[config.mk]
export PLATFORM = sky130hd
export DESIGN_NAME = stream_merger
export DESIGN_NICKNAME = d
export VERILOG_FILES = /design/src/rtl/stream_merger_pkg.sv /design/src/rtl/stream_merger_rr_arbiter4.sv /design/src/rtl/stream_merger.sv
export SDC_FILE = /design/constraint.sdc
export NUM_CORES = 1
export LEC_CHECK = 0
export BUFFER_PORTS_ARGS = -buffer_cell sky130_fd_sc_hd__buf_2
export CAP_MARGIN = 25
export CORE_AREA = 2 2 132 134
export DETAILED_ROUTE_END_ITERATION = 7
export DIE_AREA = 0 0 134 136
export GPL_TIMING_DRIVEN = 1
export PLACE_DENSITY_LB_ADDON = 0.25
export SETUP_SLACK_MARGIN = 0.15
export SYNTH_ARGS = -nofsm -noshare
export SYNTH_HDL_FRONTEND = slang
export SYNTH_SLANG_ARGS = --single-unit
[constraint.sdc]
create_clock -name i_clk -period 1.95 [get_ports i_clk]
set_input_delay 0.195 -clock i_clk [delete_from_list [all_inputs] [get_ports i_clk]]
set_output_delay 0.195 -clock i_clk [all_outputs]
set_load 0.05 [all_outputs]
[src/rtl/stream_merger_pkg.sv]
// Shared stream constants for merger and router.
// Packet type codes, FSM encoding, beat bundle.
package stream_pkg;

  localparam int AXIS_DATA_W = 64;

  localparam logic [7:0] PKT_PLAYER   = 8'h01;
  localparam logic [7:0] PKT_BULLET   = 8'h02;
  localparam logic [7:0] PKT_ENEMY    = 8'h03;
  localparam logic [7:0] PKT_RESERVED = 8'hFF;

  typedef enum logic {
    ST_IDLE = 1'b0,
    ST_BUSY = 1'b1
  } state_e;

  typedef struct packed {
    logic [AXIS_DATA_W-1:0] tdata;
    logic                   tlast;
  } beat_t;

endpackage

[src/rtl/stream_merger_rr_arbiter4.sv]
// Four-way round-robin pick, purely combinational.
// Search starts just after last_grant and wraps.
module rr_arbiter4 (
  input  logic [3:0] req_i,
  input  logic [1:0] last_grant_i,
  output logic [1:0] grant_o,
  output logic       hit_o
);

  logic [1:0] idx;

  // Walk from lowest to highest priority so the
  // nearest requester after last_grant wins.
  always_comb begin
    grant_o = last_grant_i;
    hit_o   = 1'b0;
    idx     = last_grant_i;
    for (int k = 4; k >= 1; k--) begin
      idx = last_grant_i + 2'(k);
      if (req_i[idx]) begin
        grant_o = idx;
        hit_o   = 1'b1;
      end
    end
  end

endmodule

[src/rtl/stream_merger.sv]
// Four-source packet-atomic round-robin merger.
// Stamps the source type into byte 0 of each packet.
module stream_merger
  import stream_pkg::*;
#(
  parameter logic [7:0] PORT0_TYPE = PKT_PLAYER,
  parameter logic [7:0] PORT1_TYPE = PKT_BULLET,
  parameter logic [7:0] PORT2_TYPE = PKT_RESERVED,
  parameter logic [7:0] PORT3_TYPE = PKT_ENEMY
) (
  input  logic                   i_clk,
  input  logic                   i_rst,
  input  logic [AXIS_DATA_W-1:0] i_s_axis_port0_tdata,
  input  logic                   i_s_axis_port0_tvalid,
  input  logic                   i_s_axis_port0_tlast,
  output logic                   o_s_axis_port0_tready,
  input  logic [AXIS_DATA_W-1:0] i_s_axis_port1_tdata,
  input  logic                   i_s_axis_port1_tvalid,
  input  logic                   i_s_axis_port1_tlast,
  output logic                   o_s_axis_port1_tready,
  input  logic [AXIS_DATA_W-1:0] i_s_axis_port2_tdata,
  input  logic                   i_s_axis_port2_tvalid,
  input  logic                   i_s_axis_port2_tlast,
  output logic                   o_s_axis_port2_tready,
  input  logic [AXIS_DATA_W-1:0] i_s_axis_port3_tdata,
  input  logic                   i_s_axis_port3_tvalid,
  input  logic                   i_s_axis_port3_tlast,
  output logic                   o_s_axis_port3_tready,
  output logic [AXIS_DATA_W-1:0] o_m_axis_tdata,
  output logic                   o_m_axis_tvalid,
  output logic                   o_m_axis_tlast,
  input  logic                   i_m_axis_tready
);

  logic [AXIS_DATA_W-1:0] in_data [4];
  logic [3:0]             in_valid;
  logic [3:0]             in_last;
  logic [3:0]             tready;

  state_e                 state_q;
  logic [1:0]             grant_q;
  logic [1:0]             last_grant_q;
  logic                   first_q;
  logic [AXIS_DATA_W-1:0] out_data_q;
  logic                   out_valid_q;
  logic                   out_last_q;

  logic [1:0]             arb_grant;
  logic                   arb_hit;
  logic                   out_free;
  logic                   take;
  logic                   accept;
  logic [7:0]             type_sel;
  beat_t                  beat_d;

  assign in_data[0] = i_s_axis_port0_tdata;
  assign in_data[1] = i_s_axis_port1_tdata;
  assign in_data[2] = i_s_axis_port2_tdata;
  assign in_data[3] = i_s_axis_port3_tdata;

  assign in_valid = {i_s_axis_port3_tvalid,
                     i_s_axis_port2_tvalid,
                     i_s_axis_port1_tvalid,
                     i_s_axis_port0_tvalid};

  assign in_last  = {i_s_axis_port3_tlast,
                     i_s_axis_port2_tlast,
                     i_s_axis_port1_tlast,
                     i_s_axis_port0_tlast};

  rr_arbiter4 u_arb (
    .req_i        (in_valid),
    .last_grant_i (last_grant_q),
    .grant_o      (arb_grant),
    .hit_o        (arb_hit)
  );

  // Room in the output slot now, or it drains this edge.
  assign out_free = !out_valid_q || i_m_axis_tready;
  assign take     = (state_q == ST_BUSY) && out_free;
  assign accept   = take && in_valid[grant_q];

  // Only the granted port sees ready, and only with room.
  always_comb begin
    tready          = '0;
    tready[grant_q] = take;
  end

  assign o_s_axis_port0_tready = tready[0];
  assign o_s_axis_port1_tready = tready[1];
  assign o_s_axis_port2_tready = tready[2];
  assign o_s_axis_port3_tready = tready[3];

  // Type code of the currently granted source.
  always_comb begin
    type_sel = PORT0_TYPE;
    unique case (grant_q)
      2'd0: type_sel = PORT0_TYPE;
      2'd1: type_sel = PORT1_TYPE;
      2'd2: type_sel = PORT2_TYPE;
      2'd3: type_sel = PORT3_TYPE;
    endcase
  end

  // Next output beat: stamp byte 0 on a packet's first beat.
  always_comb begin
    beat_d.tdata = in_data[grant_q];
    beat_d.tlast = in_last[grant_q];
    if (first_q) begin
      beat_d.tdata[7:0] = type_sel;
    end
  end

  // Arbitration FSM plus the one-entry output register.
  always_ff @(posedge i_clk) begin
    if (i_rst) begin
      state_q      <= ST_IDLE;
      grant_q      <= 2'd0;
      last_grant_q <= 2'd3;
      first_q      <= 1'b0;
      out_data_q   <= '0;
      out_valid_q  <= 1'b0;
      out_last_q   <= 1'b0;
    end else begin
      if (accept) begin
        out_data_q  <= beat_d.tdata;
        out_last_q  <= beat_d.tlast;
        out_valid_q <= 1'b1;
      end else if (out_valid_q && i_m_axis_tready) begin
        out_valid_q <= 1'b0;
      end

      unique case (state_q)
        ST_IDLE: begin
          if (arb_hit) begin
            grant_q      <= arb_grant;
            last_grant_q <= arb_grant;
            first_q      <= 1'b1;
            state_q      <= ST_BUSY;
          end
        end
        ST_BUSY: begin
          if (accept) begin
            first_q <= 1'b0;
            if (beat_d.tlast) begin
              state_q <= ST_IDLE;
            end
          end
        end
        default: state_q <= ST_IDLE;
      endcase
    end
  end

  assign o_m_axis_tdata  = out_data_q;
  assign o_m_axis_tvalid = out_valid_q;
  assign o_m_axis_tlast  = out_last_q;

endmodule

==> flow_summary.json <==
{
  "cts_resized": 0,
  "die_h_um": 136,
  "critPathTopFamily": "flip-flops",
  "port-buffer-count": 336,
  "numCtsBuffers": 9,
  "maxSlewHeadroom_pct": 62.2,
  "ir_worst_vdd_v": 0.000444,
  "synth_edf_count": 0,
  "swShare_pct": 34.6,
  "fin_skew_ns": 0.00586,
  "grt_pass1_wl_um": 25500,
  "route.met3.wl_um": 1370,
  "crit_path_top_delay_cell": "dfxtp_4",
  "nets": 1031,
  "finalWirelength_um": 16700,
  "drcViolationCount": 0,
  "cts_num_sinks": 72,
  "drt_iter0_drc": 185,
  "synth_cells": 446,
  "first_global_vias": 5034,
  "power_frac_seq_pct": 30.7,
  "pwr-share-clk_pct": 31.5,
  "hold_buffers": 0,
  "overflow": 0,
  "outcome": "finished, final reports clean",
  "ys_types": 41,
  "async_reset_ff_share_pct": 0,
  "dieArea_um2": 18200,
  "antenna_found_initial": 0,
  "holdCritPathClass": "in -> reg",
  "end_kind": "flip-flop",
  "reg2reg_slack_ns": 0.33,
  "design_area_um2": 6860,
  "root_buffer": "clkbuf_16",
  "post-route-min-period_ns": 1.62,
  "yosysTopAreaCell": "dfxtp_1",
  "path_cells": "mux2_4 > o211a_2 > buf_4 > nand3_1 > a21oi_1",
  "crit_required_ns": 2.17,
  "clkLatencyLatePin_ns": 0.33,
  "clockBufferDepth": 2,
  "synth_common_cells": "a21oi_1 (73), dfxtp_1 (72), mux4_2 (64), nand3_1 (59), o21ai_0 (56)",
  "power.density_nw_per_um2": 820,
  "cp_max_fo": 19,
  "syn_area_um2": 4500,
  "slew_viol_final": 0,
  "cts-htree-levels": 3,
  "synth_xor_area_share_pct": 0,
  "final_antenna_net_count": 0,
  "synthTopCellsByArea": "dfxtp_1 (32%), mux4_2 (32%), a21oi_1 (8.1%)",
  "diodes": 0,
  "drive_gt1_share_pct": 58.1,
  "synth-adder-area-share_pct": 0,
  "drt_first_pass_iters": 5,
  "total_power_uw": 5620,
  "met2_length_um": 8750,
  "ios": 337,
  "tritoncts": "yes",
  "leakagePower_uw": 0.00302,
  "avgSynthCellArea_um2": 10.1,
  "vias_per_cell": 5.05,
  "synth_ff_type": "dfxtp_1",
  "die_w_um": 134,
  "synth_mux_area_share_pct": 32.6,
  "worst_pin_slew_ns": 0.567,
  "initial_core_util_pct": 26.7,
  "vias": 5023,
  "synth_top_family_by_area": "multiplexers",
  "grt_max_degree": 44,
  "timing.fmax_ghz": 0.616,
  "cp.arrival_ns": 1.84,
  "worstSetupStartpointType": "flip-flop",
  "grt_util_all_layers_pct": 17.8,
  "cts.clk_slew.worst_paths_ns": 0.06,
  "rsz0062_at_grt": "no",
  "synth_compound_area_share_pct": 18.8,
  "dpl.hpwl_um": 13100,
  "critical_path_class": "reg -> reg",
  "wl_per_cell_um": 16.8,
  "setup_violations": 0,
  "areaGrowthSynthToFinish_pct": 52.4,
  "fp.coreArea_um2": 16900,
  "p_int_uw": 3680,
  "synth_top_area_share_pct": 32.0,
  "switchingPower_uw": 1940,
  "critPathMaxStageDelay_ns": 0.43,
  "hold_violations": 0,
  "yosys_warnings": 0,
  "post-route-period-util_pct": 83.2,
  "maxCapViolCount": 0,
  "m1WireLength_um": 6350,
  "ys_ff_latch": 72,
  "synth_nets": 713,
  "placedInstanceArea_um2": 6530,
  "synth.most_common_cell": "a21oi_1",
  "ys_seq_area_share_pct": 32.0,
  "globalplace.congestion": 0.772,
  "dr.max_layer_used": "met4",
  "rows": 48,
  "synthSimpleGateAreaFrac_pct": 10.5,
  "critPathBufInv": 1,
  "pwr-share-comb_pct": 37.7
}
-- worst min-delay path, stage by stage --
cell and delay, ns:
buf_2 0.10, nand2b_1 0.05, a31oi_1 0.09, nand4_1 0.10, a21oi_1 0.06
-- logic make-up (layout without fill, tap and decap cells) --
| family | after synthesis | after routing |
|---|---|---|
| compound gates | 154 | 154 |
| buf+inv | 59 | 382 |
| flops | 72 | 72 |
| mux | 66 | 66 |
| simple gates | 95 | 95 |
-- power by group through the flow --
stage | sequential (µW) | combinational, µW | clock, µW
6_report | 1730 | 2120 | 1770
5_1_grt | 1750 | 2280 | 1910
4_1_cts | 1740 | 2130 | 1850
3_5_place_dp | 1770 | 2120 | 0
3_3_place_gp | 1760 | 2120 | 0
2_1_floorplan | 2200 | 985 | 0
-- per-layer routing --
metal  global-route usage, %  vias to the layer above
met5                       0                        -
met4                    6.56                        0
met3                    3.88                       15
met2                    33.4                      251
met1                    19.8                     2384
li1                        -                     2373
-- cell type report --
cell class	count	area, µm²
flip-flops and latches	72	1450
clock buffers	13	250
inverters	7	26.3
clock inverters	3	65.1
fillers	1709	10000
multi-input cells	315	2790
repair buffers	359	2000
well taps	225	282
-- stage by stage --
stage | hold slack [ns] | util, % | setup slack (ns) | setup TNS, ns | instances
3_3_place_gp | 0.459 | 38.7 | 0.322 | 0 | 977
3_5_place_dp | 0.465 | 38.7 | 0.310 | 0 | 977
5_1_grt | 0.327 | 40.6 | 0.185 | 0 | 994
4_1_cts | 0.290 | 40.6 | 0.297 | 0 | 993
2_1_floorplan | 0.463 | - | -0.120 | -0.239 | 446
6_report | 0.309 | 40.6 | 0.327 | 0 | 994
-- final timing paths --
path,startpoint,end,depth (start not counted)
min,i_s_axis_port1_tdata[0],o_m_axis_tdata[0],5
min reg2reg,o_m_axis_tdata[35],o_m_axis_tdata[35],2
max reg2reg,grant_q[0],o_m_axis_tdata[21],5
max,grant_q[0],o_m_axis_tdata[21],5
-- placed cells by master (no fill, tap or decap), types with 2 or more instances in the layout --
master	n
a211oi_1	6
a21oi_1	73
a31oi_1	2
buf_12	11
buf_2	336
buf_4	11
bufinv_16	2
clkbuf_1	3
clkbuf_16	9
dfxtp_1	70
dfxtp_4	2
inv_1	6
mux4_2	64
nand2_1	11
nand2b_1	6
nand3_1	59
nor2_1	5
nor3_1	4
nor4_1	2
o21ai_0	56
o21ai_1	4
or2_2	2
-- registers in the layout (all words and copies together), names as in the netlist --
| name | cells |
|---|---|
| o_m_axis_tlast | 1 |
| o_m_axis_tvalid | 1 |
| o_m_axis_tdata | 64 |
| last_grant_q | 2 |
| state_q | 1 |
| first_q | 1 |
| grant_q | 2 |
-- timing repair --
item,CTS,global route
hold endpoints to repair,0,0
endpoints found under the setup margin,0,1
buffers inserted,0,1
(Power assumes the default switching activity.)
